==> config.mk <==
export PLATFORM = sky130hd
export DESIGN_NAME = seg7_text_scroller_flat
export DESIGN_NICKNAME = d
export VERILOG_FILES = /design/src/rtl/seg7_pkg.sv /design/src/rtl/seg7_text_scroller_if.sv /design/src/rtl/ascii_to_seg7.sv /design/src/rtl/seg7_text_scroller.sv /design/src/flat_wrapper.sv
export SDC_FILE = /design/constraint.sdc
export NUM_CORES = 1
export LEC_CHECK = 0
export CORE_MARGIN = 2
export CORE_UTILIZATION = 35
export CTS_CLUSTER_SIZE = 40
export DETAILED_ROUTE_END_ITERATION = 8
export PLACE_DENSITY_LB_ADDON = 0.2
export SLEW_MARGIN = 10
export SYNTH_ARGS = -nofsm -noshare
export SYNTH_HDL_FRONTEND = slang
export SYNTH_SLANG_ARGS = --single-unit
==> constraint.sdc <==
create_clock -name clk -period 5.28 [get_ports clk]
set_input_delay 0.792 -clock clk [delete_from_list [all_inputs] [get_ports clk]]
set_output_delay 0.792 -clock clk [all_outputs]
set_load 0.02 [all_outputs]
==> src/rtl/seg7_pkg.sv <==
// Shared constants for the seven-segment text display: ASCII codes and
// active-low segment patterns (bit 7 = dp, always off in these codes).
package seg7_pkg;

    localparam logic [7:0] ASCII_BS    = 8'h08;
    localparam logic [7:0] ASCII_SPACE = 8'h20;
    localparam logic [7:0] ASCII_DASH  = 8'h2D;

    localparam logic [7:0] SEG_BLANK = 8'hFF;
    localparam logic [7:0] SEG_DASH  = 8'hBF;

    localparam logic [7:0] SEG_DIGITS [10] = '{
        8'hC0, 8'hF9, 8'hA4, 8'hB0, 8'h99,
        8'h92, 8'h82, 8'hF8, 8'h80, 8'h90
    };

    // One approximated glyph per letter, upper and lower case share an entry.
    localparam logic [7:0] SEG_LETTERS [26] = '{
        8'h88, 8'h83, 8'hC6, 8'hA1, 8'h86, 8'h8E, 8'hC2, 8'h89, 8'hCF,  // A..I
        8'hE1, 8'h8A, 8'hC7, 8'hEA, 8'hAB, 8'hA3, 8'h8C, 8'h98, 8'hAF,  // J..R
        8'h92, 8'h87, 8'hC1, 8'hE3, 8'hD5, 8'h89, 8'h91, 8'hA4          // S..Z
    };

endpackage

==> src/rtl/seg7_text_scroller_if.sv <==
// Character input and display output bundle of the seven-segment text scroller.
interface seg7_text_scroller_if #(
    parameter int unsigned N_DIGITS = 4
);

    logic [7:0]          char_in;
    logic                char_valid;
    logic                clear;
    logic                scroll_en;
    logic [N_DIGITS-1:0] dp_in;
    logic [N_DIGITS-1:0] an;
    logic [7:0]          seg;

    modport master (
        output char_in, char_valid, clear, scroll_en, dp_in,
        input  an, seg
    );

    modport slave (
        input  char_in, char_valid, clear, scroll_en, dp_in,
        output an, seg
    );

endinterface

==> src/rtl/ascii_to_seg7.sv <==
// Combinational ASCII to active-low seven-segment decoder (no dp bit).
module ascii_to_seg7
    import seg7_pkg::*;
(
    input  logic [7:0] ascii,
    output logic [6:0] seg
);

    logic [7:0] upper;

    always_comb begin
        upper = ascii;
        if (ascii >= 8'h61 && ascii <= 8'h7A) begin
            upper = ascii - 8'h20;
        end

        seg = SEG_BLANK[6:0];
        if (upper >= 8'h30 && upper <= 8'h39) begin
            seg = SEG_DIGITS[4'(upper - 8'h30)][6:0];
        end else if (upper >= 8'h41 && upper <= 8'h5A) begin
            seg = SEG_LETTERS[5'(upper - 8'h41)][6:0];
        end else if (upper == ASCII_DASH) begin
            seg = SEG_DASH[6:0];
        end
    end

endmodule

==> src/rtl/seg7_text_scroller.sv <==
// N-digit multiplexed seven-segment text display with a bounded character
// buffer, backspace/clear, per-digit decimal points and optional scrolling.
module seg7_text_scroller
    import seg7_pkg::*;
#(
    parameter int unsigned N_DIGITS    = 4,
    parameter int unsigned BUF_DEPTH   = 16,
    parameter int unsigned REFRESH_DIV = 100000,
    parameter int unsigned SCROLL_DIV  = 25000000
) (
    input logic                 clk,
    input logic                 reset,
    seg7_text_scroller_if.slave bus
);

    localparam int unsigned LenW = $clog2(BUF_DEPTH + 1);
    localparam int unsigned DigW = (N_DIGITS > 1) ? $clog2(N_DIGITS) : 1;
    localparam int unsigned RefW = (REFRESH_DIV > 1) ? $clog2(REFRESH_DIV) : 1;
    localparam int unsigned ScrW = (SCROLL_DIV > 1) ? $clog2(SCROLL_DIV) : 1;

    logic [7:0]          char_buf_q [BUF_DEPTH];
    logic [7:0]          char_buf_d [BUF_DEPTH];
    logic [LenW-1:0]     len_q, len_d;
    logic [LenW-1:0]     offset_q, offset_d;
    logic [ScrW-1:0]     scroll_cnt_q, scroll_cnt_d;
    logic [RefW-1:0]     refresh_cnt_q, refresh_cnt_d;
    logic [DigW-1:0]     digit_q, digit_d;
    logic                scroll_en_q;
    logic [N_DIGITS-1:0] an_q, an_d;
    logic [7:0]          seg_q, seg_d;

    logic            buf_change;
    logic            scroll_active;
    logic [LenW-1:0] digit_l;
    logic [LenW-1:0] sel_idx;
    logic [7:0]      sel_char;
    logic [6:0]      glyph;

    // Buffer write / backspace / clear; clear wins over a strobe in the same cycle.
    always_comb begin
        char_buf_d = char_buf_q;
        len_d      = len_q;
        buf_change = 1'b0;
        if (bus.clear) begin
            len_d      = '0;
            buf_change = 1'b1;
        end else if (bus.char_valid) begin
            if (bus.char_in == ASCII_BS) begin
                if (len_q != '0) begin
                    len_d      = len_q - LenW'(1);
                    buf_change = 1'b1;
                end
            end else if (len_q < LenW'(BUF_DEPTH)) begin
                for (int i = 0; i < BUF_DEPTH; i++) begin
                    if (LenW'(i) == len_q) begin
                        char_buf_d[i] = bus.char_in;
                    end
                end
                len_d      = len_q + LenW'(1);
                buf_change = 1'b1;
            end else begin
                for (int i = 0; i < BUF_DEPTH - 1; i++) begin
                    char_buf_d[i] = char_buf_q[i+1];
                end
                char_buf_d[BUF_DEPTH-1] = bus.char_in;
                buf_change              = 1'b1;
            end
        end
    end

    // Character for the digit currently being scanned.
    always_comb begin
        scroll_active = bus.scroll_en && (len_q > LenW'(N_DIGITS));
        digit_l       = LenW'(digit_q);
        if (scroll_active) begin
            sel_idx = offset_q + LenW'(N_DIGITS - 1) - digit_l;
        end else begin
            sel_idx = len_q - LenW'(1) - digit_l;
        end
        sel_char = ASCII_SPACE;
        if (scroll_active || (digit_l < len_q)) begin
            for (int i = 0; i < BUF_DEPTH; i++) begin
                if (LenW'(i) == sel_idx) begin
                    sel_char = char_buf_q[i];
                end
            end
        end
    end

    ascii_to_seg7 u_decode (
        .ascii (sel_char),
        .seg   (glyph)
    );

    // Scroll window and scan timing.
    always_comb begin
        offset_d     = offset_q;
        scroll_cnt_d = scroll_cnt_q;
        if (buf_change || (bus.scroll_en != scroll_en_q) || !scroll_active) begin
            offset_d     = '0;
            scroll_cnt_d = '0;
        end else if (scroll_cnt_q == ScrW'(SCROLL_DIV - 1)) begin
            scroll_cnt_d = '0;
            offset_d     = (offset_q == len_q - LenW'(N_DIGITS)) ? '0 : offset_q + LenW'(1);
        end else begin
            scroll_cnt_d = scroll_cnt_q + ScrW'(1);
        end

        refresh_cnt_d = refresh_cnt_q + RefW'(1);
        digit_d       = digit_q;
        if (refresh_cnt_q == RefW'(REFRESH_DIV - 1)) begin
            refresh_cnt_d = '0;
            digit_d       = (digit_q == DigW'(N_DIGITS - 1)) ? '0 : digit_q + DigW'(1);
        end

        // an and seg come from the same index so they switch together.
        for (int i = 0; i < N_DIGITS; i++) begin
            an_d[i] = (DigW'(i) != digit_q);
        end
        seg_d = {~bus.dp_in[digit_q], glyph};
    end

    always_ff @(posedge clk) begin
        if (reset) begin
            len_q         <= '0;
            offset_q      <= '0;
            scroll_cnt_q  <= '0;
            refresh_cnt_q <= '0;
            digit_q       <= '0;
            scroll_en_q   <= 1'b0;
            an_q          <= '1;
            seg_q         <= SEG_BLANK;
        end else begin
            len_q         <= len_d;
            offset_q      <= offset_d;
            scroll_cnt_q  <= scroll_cnt_d;
            refresh_cnt_q <= refresh_cnt_d;
            digit_q       <= digit_d;
            scroll_en_q   <= bus.scroll_en;
            an_q          <= an_d;
            seg_q         <= seg_d;
        end
    end

    // Contents are only meaningful below len_q, so the buffer needs no reset.
    always_ff @(posedge clk) begin
        char_buf_q <= char_buf_d;
    end

    assign bus.an  = an_q;
    assign bus.seg = seg_q;

endmodule

==> src/flat_wrapper.sv <==
// flat-port wrapper written by rule: the top's interface ports become plain ports
module seg7_text_scroller_flat import seg7_pkg::*;
#(
    parameter int unsigned N_DIGITS    = 4,
    parameter int unsigned BUF_DEPTH   = 16,
    parameter int unsigned REFRESH_DIV = 100000,
    parameter int unsigned SCROLL_DIV  = 25000000
)
  (clk, reset, bus_char_in, bus_char_valid, bus_clear, bus_scroll_en, bus_dp_in, bus_an, bus_seg);
  seg7_text_scroller_if #(.N_DIGITS(N_DIGITS)) bus_i ();
  input logic clk;
  input logic reset;
  input wire logic [$bits(bus_i.char_in)-1:0] bus_char_in;
  input wire logic [$bits(bus_i.char_valid)-1:0] bus_char_valid;
  input wire logic [$bits(bus_i.clear)-1:0] bus_clear;
  input wire logic [$bits(bus_i.scroll_en)-1:0] bus_scroll_en;
  input wire logic [$bits(bus_i.dp_in)-1:0] bus_dp_in;
  output wire logic [$bits(bus_i.an)-1:0] bus_an;
  output wire logic [$bits(bus_i.seg)-1:0] bus_seg;
  assign bus_i.char_in = bus_char_in;
  assign bus_i.char_valid = bus_char_valid;
  assign bus_i.clear = bus_clear;
  assign bus_i.scroll_en = bus_scroll_en;
  assign bus_i.dp_in = bus_dp_in;
  assign bus_an = bus_i.an;
  assign bus_seg = bus_i.seg;
  seg7_text_scroller #(.N_DIGITS(N_DIGITS), .BUF_DEPTH(BUF_DEPTH), .REFRESH_DIV(REFRESH_DIV), .SCROLL_DIV(SCROLL_DIV)) u_core (.clk(clk), .reset(reset), .bus(bus_i));
endmodule
Yosys cells after proc, flatten, opt, wreduce, memory -nomap -nowiden
Memories as Yosys holds them, arrays and structs flattened. Index checks and enable logic that the tools add are counted.

Add/sub/neg operators: 13. Order comparisons: 12. Eq/ne operators: 57. Muxes and demuxes: 54. Bitwise operators: 5. Reductions and logical operators: 34.

Operators with widths (number): $mux W8 (34); $mux W128 (1); $eq A4 B5 Y1 const A (16); $reduce_and A4 Y1 (16); $mux W7 (7); $eq A3 B5 Y1 const A (8); $ne A2 B2 Y1 const B (17); $add A25 B1 Y25 const B (1); $eq A25 B25 Y1 const B (1); $mux W5 (5); $eq A2 B5 Y1 const A (4); $add A17 B1 Y17 const B (1); $eq A17 B17 Y1 const B (1); $ge A8 B7 Y1 const B (2); $le A8 B7 Y1 const B (2); $add A5 B1 Y5 const B (2); $eq A1 B5 Y1 const A (2); $logic_not A5 Y1 (2); $sub A5 B1 Y5 const B (2); $sub A5 B2 Y5 (2); $eq A8 B4 Y1 const B (1); $eq A8 B6 Y1 const B (1); $ge A8 B6 Y1 const B (1); $le A8 B6 Y1 const B (1); 30 further kinds (45).

Register bits after elaboration: 195. Bits in read-only memories: 384. Input port bits: 17. Output and inout port bits: 12. Logic and storage cells: 201. Memories kept: 2.

Memory list: (no name shown) (depth 32, bits a word 8, rd ports 1, clocked after Yosys merged registers in 0, wr ports 0, RTL line ascii_to_seg7.sv:21) `seg = SEG_LETTERS[5'(upper - 8'h41)][6:0];`; (no name shown) (depth 16, bits a word 8, rd ports 1, clocked after Yosys merged registers in 0, wr ports 0, RTL line ascii_to_seg7.sv:19) `seg = SEG_DIGITS[4'(upper - 8'h30)][6:0];`.

Depth between registers and ports, before layout
Gate-level depths: netlist of run 1.

Depth after elaboration: 31. Gate-level depth with buffers: 23. Depth with buffers taken out: 19.

By module
Synthesis of run 1 repeated with hierarchy kept, for this count alone.

Cell total of the unflattened synthesis: 1147. Area total of the unflattened synthesis: 10677.7 um2.

By module, submodules not included: seg7_text_scroller (times used 1, cells each 1021, area an instance 9801.9 um2, sequential area each 5185.0 um2); ascii_to_seg7 (times used 1, cells each 126, area an instance 875.8 um2, sequential area each 0.0 um2).

Worst setup path before layout of run 1
Ideal clock, no wire load.

Kind: register to register. Start: reg u_core.len_q[1]. End: reg u_core.seg_q[6] (netlist: u_core.bus.seg[6]). Setup time: 0.121 ns. Data arrival time: 5.468 ns. Required time: 5.159 ns. Path slack: -0.309 ns. Stages on the path, launching flop included: 23. Path buffers: 4. Period minus slack after synthesis: 5.589 ns. Cell sequence: dfxtp_1 -> buf_2 -> inv_1 -> ha_1 -> inv_1 -> fa_1 -> nor3b_1 -> o21ai_0 -> a211oi_4 -> and2_0 -> nor2_1 -> clkbuf_1 -> a32o_1 -> o31ai_2 -> clkbuf_1 -> ha_1 -> ha_1 -> clkbuf_1 -> nand2_1 -> a21boi_0 -> mux2_1 -> a211oi_1 -> o21ai_1.

Word-level cells in the longest chain between the ends: 31. Elaborated cells between the ends (all ways): 65. Those cells by class: add/sub (5); order compare (8); eq/ne (16); mux (26); bitwise (2); reduce/logical (6); memory (2).

RTL lines: start: declaration (RTL line seg7_text_scroller.sv:23) `logic [LenW-1:0] len_q, len_d;`; start signal: assignment (RTL line seg7_text_scroller.sv:134) `len_q <= len_d;`; $sub A5 B1 Y5 or $gt A5 B3 Y1 (tied branches) (RTL line seg7_text_scroller.sv:78, seg7_text_scroller.sv:73); $sub A5 B2 Y5 or $logic_and A1 B1 Y1 (tied branches) (RTL line seg7_text_scroller.sv:78, seg7_text_scroller.sv:73); $mux W5 (RTL line seg7_text_scroller.sv:75) `if (scroll_active) begin`; $logic_not A5 Y1 (RTL line seg7_text_scroller.sv:83) `if (LenW'(i) == sel_idx) begin`; $mux W8 (16 in series) (RTL line seg7_text_scroller.sv:83); $mux W8 * (RTL line seg7_text_scroller.sv:81) `if (scroll_active || (digit_l < len_q)) begin`; $ge A8 B7 Y1 or $le A8 B7 Y1 (tied branches) (RTL line ascii_to_seg7.sv:13) `if (ascii >= 8'h61 && ascii <= 8'h7A) begin`; $logic_and A1 B1 Y1 (RTL line ascii_to_seg7.sv:13); $mux W8 * (RTL line ascii_to_seg7.sv:13); $sub A5 B1 Y5 (RTL line ascii_to_seg7.sv:21); $not A5 Y6 (implied by the code) (RTL line ascii_to_seg7.sv:21); $mem_v2 Z32 W8; $mux W7 (implied by the code) (2 in series) (RTL line ascii_to_seg7.sv:21); $mux W7 (RTL line ascii_to_seg7.sv:20) `end else if (upper >= 8'h41 && upper <= 8'h5A) begin`; $mux W7 * (RTL line ascii_to_seg7.sv:18) `if (upper >= 8'h30 && upper <= 8'h39) begin`; end signal: assignment (RTL line seg7_text_scroller.sv:141) `seg_q <= seg_d;`; end: declaration (RTL line seg7_text_scroller.sv:30) `logic [7:0] seg_q, seg_d;`.

Every way passes the cells marked *; elsewhere a longest branch is shown, timed or not. The select of a mux whose other input is x is not followed. A chain may end at the register's enable or synchronous reset.

Final worst setup path of run 1
Start: reg u_core.len_q[0]. End: reg u_core.seg_q[1] (netlist: u_core.bus.seg[1]).

The elaborated chain is that of the path after synthesis.

==> results of run 1 <==
-- logic make-up (layout without fill, tap and decap cells) --
family          after synthesis  after routing  synth area share
buf+inv                     100            154            0.0352
fa+ha+maj                    36             36            0.0410
xor+xnor                     59             59            0.0480
mux                          20             20            0.0193
flops                       195            195             0.456
compound gates              272            272             0.169
simple gates                581            581             0.231
-- power groups by stage --
stage / Combinational, mW / Clock, mW / Sequential [mW]
2_1_floorplan: 0.252 / 0 / 1.67
3_3_place_gp: 0.407 / 0 / 1.67
3_5_place_dp: 0.406 / 0 / 1.67
4_1_cts: 0.408 / 1.36 / 1.64
5_1_grt: 0.457 / 1.42 / 1.64
6_report: 0.427 / 1.32 / 1.64
-- per-layer routing --
metal  GRT usage  up-vias
met1       0.300     4691
met3      0.0407       56
met2       0.315      344
li1            -     4627
met4      0.0685        0
met5           0        -
-- worst paths after layout --
path	startpoint	slack (ns)	to
setup reg to reg	u_core.len_q[0]	0.23	u_core.bus.seg[1]
hold / removal	u_core.scroll_cnt_q[0]	0.47	u_core.scroll_cnt_q[0]
setup / recovery	u_core.len_q[0]	0.23	u_core.bus.seg[1]
hold reg to reg	u_core.scroll_cnt_q[0]	0.47	u_core.scroll_cnt_q[0]
-- state kept, by name (all words and copies together) (netlist names) --
| name | cells |
|---|---|
| u_core.offset_q | 5 |
| u_core.len_q | 5 |
| u_core.refresh_cnt_q | 17 |
| u_core.digit_q | 2 |
| u_core.bus.seg | 8 |
| u_core.char_buf_q | 128 |
| u_core.bus.an | 4 |
| u_core.scroll_cnt_q | 25 |
| u_core.scroll_en_q | 1 |
-- metrics by stage --
step | utilization | hold WS (ns) | worst slack (ns) | instances
finish | 0.411 | 0.471 | 0.229 | 1752
global route | 0.411 | 0.500 | -0.0478 | 1752
CTS | 0.408 | 0.469 | 0.0831 | 1750
detailed placement | 0.389 | 0.450 | 0.0348 | 1718
global placement | 0.389 | 0.445 | 0.0339 | 1718
floorplan | - | 0.430 | 0.0167 | 1263
-- layout make-up --
cell class,count,share of cell area
inverter,31,0.00919
clock inverter,15,0.0127
timing repair buffer,91,0.0589
multi-input combinational,968,0.448
sequential,195,0.397
tap,435,0.0416
clock buffer,17,0.0325
-- cell usage after synthesis (all sizes together) (5+ instances only) --
cell     number
a2111oi       7
nand3        39
mux2          5
mux2i        14
and2          8
ha           34
o21ai        63
a211oi        9
nor2        114
clkbuf       51
dfxtp        67
a31oi        10
a21oi        63
a221oi        5
nand2b       12
and3         15
o21a          5
a32oi        11
a32o          7
o31ai         9
inv          29
nor3         20
or2          10
o22ai         8
a21o         10
or3           6
xor2         32
nand4        15
buf          18
or4           5
nor4b         8
a22oi         7
xnor2        25
nand3b        6
edfxtp      128
nor4          7
nand2       302
o211ai        9
-- repair_timing --
action / in CTS / in global routing
gates resized for setup: 0 / 17
endpoints found under the setup margin: 0 / 7
buffers inserted: 0 / 2
==> impl_metrics.tcl, run 1 <==
set metrics [dict create \
    synth_area_sq_mm 0.0114 \
    wl_mm 34.7 \
    place_congestion 0.932 \
    crit_path_frequent_cell "inv_1" \
    cts_buffers 17 \
    critical_path_depth 18 \
    clock_latency_ns 0.45 \
    yosys_warnings 0 \
    timing_max_transition_violations_final 0 \
    ys_types 94 \
    clk_path_buf_depth 2 \
    detailed_place.area_sq_mm 0.0124 \
    worst_slew_pin_slew_ns 1.19 \
    stdcell_area_sq_mm 0.0131 \
    p_sw_frac 0.274 \
    p_seq_frac 0.484 \
    end_kind "flip-flop" \
    cts_tree "yes" \
    cts_root_buffer "clkbuf_16" \
    crit_arrival_ns 5.40 \
    critPathTopFamily "compound AO/OA/AOI/OAI gates" \
    p_per_area_mw_per_mm2 259 \
    h-tree-depth 4 \
    cp_cell_sequence "inv_1 -> ha_1 -> inv_1 -> fa_2 -> nand2b_1 -> a211oi_1 -> or2_2 -> a21oi_1 -> or4_1 -> a221o_1 -> a31o_4 -> inv_1 -> ha_2 -> o32a_1 -> o21ai_2 -> a211o_1 -> a2111o_1 -> and3_1" \
    period_share 0.957 \
    cp.required_ns 5.62 \
    cts_hold_buffers 0 \
    setup_tns_ns 0 \
    wl_met3_mm 2.12 \
    ys_ff_latch 195 \
    synth_ff_type "edfxtp_1" \
    final_common_cell "nand2_1" \
    synthToLayoutAreaGrowth_pct 15.0 \
    die_h_um 184 \
    fin_crit_ns 5.05 \
    die_area_sq_mm 0.0339 \
    via_count 9718 \
    max_freq_ghz 0.198 \
    antenna_found_initial 0 \
    crit_type "flip-flop to flip-flop" \
    dr.pass1.iters 7 \
    die_w_um 184 \
    port_buffers 28 \
    drtIter0Drc 1020 \
    yosys.area.top_type "edfxtp_1" \
    num_io_pins 29 \
    whs_path_depth 1 \
    synth.avg_cell_area_sq_um 9.00 \
    vias_per_cell 5.55 \
    hold_viol 0 \
    rows 65 \
    grt.total_usage 0.209 \
    power.internal_mw 2.46 \
    first_global_vias 9092 \
    clk_pin_slew_ns 0.07 \
    route.detailed.drc 0 \
    grt_overflow 0 \
    clock_sinks 195 \
    layout_common_cells "nand2_1 (301), edfxtp_1 (128), nor2_1 (114)" \
    power_mw 3.38 \
    p_leak_nw 4.63 \
    multi_input_area_sq_mm 0.00586 \
    start_util 0.357 \
    cp-start-kind "flip-flop" \
    cp_max_fo 16 \
    regArea_sq_mm 0.00519 \
    grt_pass1_wl_mm 53.8 \
    slowest_stage "fa_2" \
    met2_length_mm 15.0 \
    clockPowerShare 0.390 \
    synth_nets 1316 \
    synth_top_area_share 0.338 \
    slew_headroom 0.202 \
    nFillCells 3174 \
    ys_top_cells_by_area "edfxtp_1 (34%), dfxtp_1 (12%), nand2_1 (9.9%), nor2_1 (3.8%), ha_1 (3.7%)" \
    grt_start_max_net_pins 98 \
    wl_per_cell_um 19.8 \
    worst_clock_skew_ns 0.0138 \
    setup_violations 0 \
    wl_met1_mm 16.7 \
    crit_buf_inv 3 \
    core_area_sq_mm 0.0318 \
    pwr-share-comb 0.126 \
    fin_nets 1357 \
    seq_area_frac_synth 0.456 \
    dp_hpwl_mm 25.8 \
    p_switching_mw 0.928 \
    worstRegToRegCells 18 \
    topRoutingLayerUsed "met4" \
    max_cap_viol_count 0 \
    drive_gt1_frac 0.107 \
    syn_inst 1263 \
    antenna_cells 0 \
    antenna_left 0 \
    vdd_ir_drop_max_v 0.000219 \
    hold_class "flip-flop to flip-flop" \
    synth-edff-count 128 \
    crit_path_max_incr_delay_ns 0.58 \
    synthArstFlopShare 0 \
    status "completed" \
]
No activity file was read; power rests on OpenSTA's default activity.
==> inputs of run 2 (changes only) <==
- SKIP_LAST_GASP: unset -> 1
==> results of run 2 <==
Same layout as run 1: the final DEF is identical, and so are final timing and power.
==> inputs of run 3 (changes only) <==
--- a/config.mk
+++ b/config.mk
@@ -10,4 +10,5 @@
 export CTS_CLUSTER_SIZE = 40
 export DETAILED_ROUTE_END_ITERATION = 8
+export DONT_BUFFER_PORTS = 1
 export PLACE_DENSITY_LB_ADDON = 0.2
 export SKIP_LAST_GASP = 1
==> constraint.sdc (replaced) <==
create_clock -name clk -period 5.28 [get_ports clk]
set_input_delay 1.056 -clock clk [delete_from_list [all_inputs] [get_ports clk]]
set_output_delay 1.056 -clock clk [all_outputs]
set_load 0.02 [all_outputs]
==> impl_metrics.tcl, run 3 (synthesis gave the netlist of run 1 again) <==
set metrics [dict create \
    largest_register_ff_count 128 \
    finalNonFillerCells 1737 \
    top_register "u_core.char_buf_q" \
    nFillCells 3203 \
    p_per_area_mw_per_mm2 265 \
    vdd_ir_drop_max_v 0.000233 \
    max_freq_ghz 0.196 \
    worstRegToRegCells 19 \
    wl_mm 36.0 \
    port_buffers 0 \
    clock_latency_ns 0.46 \
    r2r-end "u_core.bus.seg[1]" \
    num_io_pins 29 \
    die_h_um 184 \
    die_area_sq_mm 0.0339 \
    h-tree-depth 4 \
    fin_crit_ns 5.10 \
    p_leak_nw 4.57 \
    clk_pin_slew_ns 0.08 \
    start_util 0.357 \
    first_global_vias 9294 \
    hold_start "u_core.refresh_cnt_q[0]" \
    final_util 0.406 \
    multi_input_area_sq_mm 0.00587 \
    hold_class "flip-flop to flip-flop" \
    die_w_um 184 \
    dp_hpwl_mm 26.8 \
    antenna_found_initial 0 \
    core_area_sq_mm 0.0318 \
    rrSetupSlack_ns 0.18 \
    antenna_cells 0 \
    rows 65 \
    place_congestion 0.960 \
    cp.required_ns 5.64 \
    grt_start_max_net_pins 70 \
    startpoint "u_core.len_q[0]" \
    cp-endpoint "u_core.bus.seg[1]" \
    synthToLayoutAreaGrowth_pct 13.6 \
    wl_per_cell_um 20.7 \
    worst_slew_pin_slew_ns 1.17 \
    power_mw 3.42 \
    drive_gt1_frac 0.122 \
    cts_tree "yes" \
    cts_hold_buffers 0 \
    regArea_sq_mm 0.00519 \
    placedCellCount 1697 \
    crit_type "flip-flop to flip-flop" \
    fin_nets 1342 \
    worst_clock_skew_ns 0.0117 \
    period_share 0.965 \
    drtIter0Drc 863 \
    setup_violations 0 \
    cts_buffers 17 \
    dr.pass1.iters 6 \
    clock_sinks 195 \
    timing_max_transition_violations_final 0 \
    layout_common_cells "nand2_1 (299), edfxtp_1 (128), nor2_1 (112)" \
    rr_startpoint "u_core.len_q[0]" \
    final_common_cell "nand2_1" \
    grt.total_usage 0.219 \
    route.detailed.drc 0 \
    cp_max_fo 15 \
    via_count 9689 \
    antenna_left 0 \
    hold_viol 0 \
    clk_path_buf_depth 2 \
    top_regs "u_core.char_buf_q (128), u_core.scroll_cnt_q (25), u_core.refresh_cnt_q (17)" \
    max_cap_viol_count 0 \
    grt_overflow 0 \
    cp-start-kind "flip-flop" \
    cts_root_buffer "clkbuf_16" \
    status "completed" \
    rsz0062_at_grt "yes" \
    crit_arrival_ns 5.46 \
    end_kind "flip-flop" \
    vias_per_cell 5.58 \
    slew_headroom 0.217 \
    grt_pass1_wl_mm 56.2 \
]
run 3: cell count changes in the layout (fill, tap and decap cells not counted), moves of 2 or more:
| cell | delta |
|---|---|
| nor2_1 | -2 |
| buf_4 | +15 |
| o21ai_1 | +2 |
| nand2_2 | +2 |
| nand2_1 | -2 |
| a211oi_2 | -2 |
| a211oi_1 | +2 |
| a2111oi_0 | -2 |
| clkdlybuf4s50_1 | -28 |
| inv_8 | +2 |
| inv_6 | -2 |
| clkinv_1 | -2 |
| nor2_2 | +2 |
run 3: critical path, cell delays in order, from the launching register on:
cell	delay, ns
dfxtp_1	0.33
inv_1	0.08
ha_1	0.32
inv_1	0.08
fa_2	0.55
buf_4	0.15
nand2b_1	0.06
a211oi_1	0.44
or2_4	0.37
a21oi_1	0.06
or4_1	0.41
a221o_1	0.35
a31o_2	0.27
buf_4	0.17
ha_1	0.36
inv_1	0.10
xnor2_1	0.23
mux2i_1	0.11
a2111o_1	0.41
and3_1	0.16
run 3: worst min-delay path by stage:
stage	to	cells after the start	slack, ns
floorplan	u_core.refresh_cnt_q[0]	1	0.43
global placement	u_core.refresh_cnt_q[0]	1	0.45
detailed placement	u_core.refresh_cnt_q[0]	1	0.45
CTS	u_core.refresh_cnt_q[0]	1	0.47
global route	u_core.refresh_cnt_q[0]	1	0.51
finish	u_core.refresh_cnt_q[0]	1	0.46
run 3: layout make-up:
class                   instances  share of cell area
multi-input cells             968               0.455
flip-flops and latches        195               0.402
repair buffers                 76              0.0442
well taps                     435              0.0422
clock buffers                  18              0.0333
clock inverters                14              0.0143
inverters                      31             0.00931
run 3: layer usage:
metal	vias to the layer above	share of wire	global-route usage
li1	4593	-	-
met1	4704	0.48	0.318
met2	349	0.44	0.332
met3	43	0.066	0.0354
met4	0	0.021	0.0730
met5	-	0	0
run 3: report_power, final:
group          leakage (nW)  switching, mW  internal (mW)
Sequential             1.70        0.00788           1.63
Clock                 0.295          0.654          0.723
Combinational          2.58          0.264          0.143
Total                  4.57          0.926           2.50
run 3: per-stage QoR:
step | hold WS, ns | setup WS [ns] | cell area, sq um | TNS [ns]
floorplan | 0.430 | 0.0167 | 11400 | 0
global placement | 0.445 | -0.0736 | 12100 | -0.0736
detailed placement | 0.452 | -0.0814 | 12100 | -0.0814
CTS | 0.470 | 0.00635 | 12800 | 0
global route | 0.511 | -0.0908 | 12900 | -0.0908
finish | 0.462 | 0.183 | 12900 | 0
run 3: timing repair:
action | in CTS | in global routing
setup buffers | 0 | 8
gates cloned | 0 | 0
pin swaps | 0 | 6
gates resized for setup | 3 | 20
endpoints found under the setup margin | 1 | 7
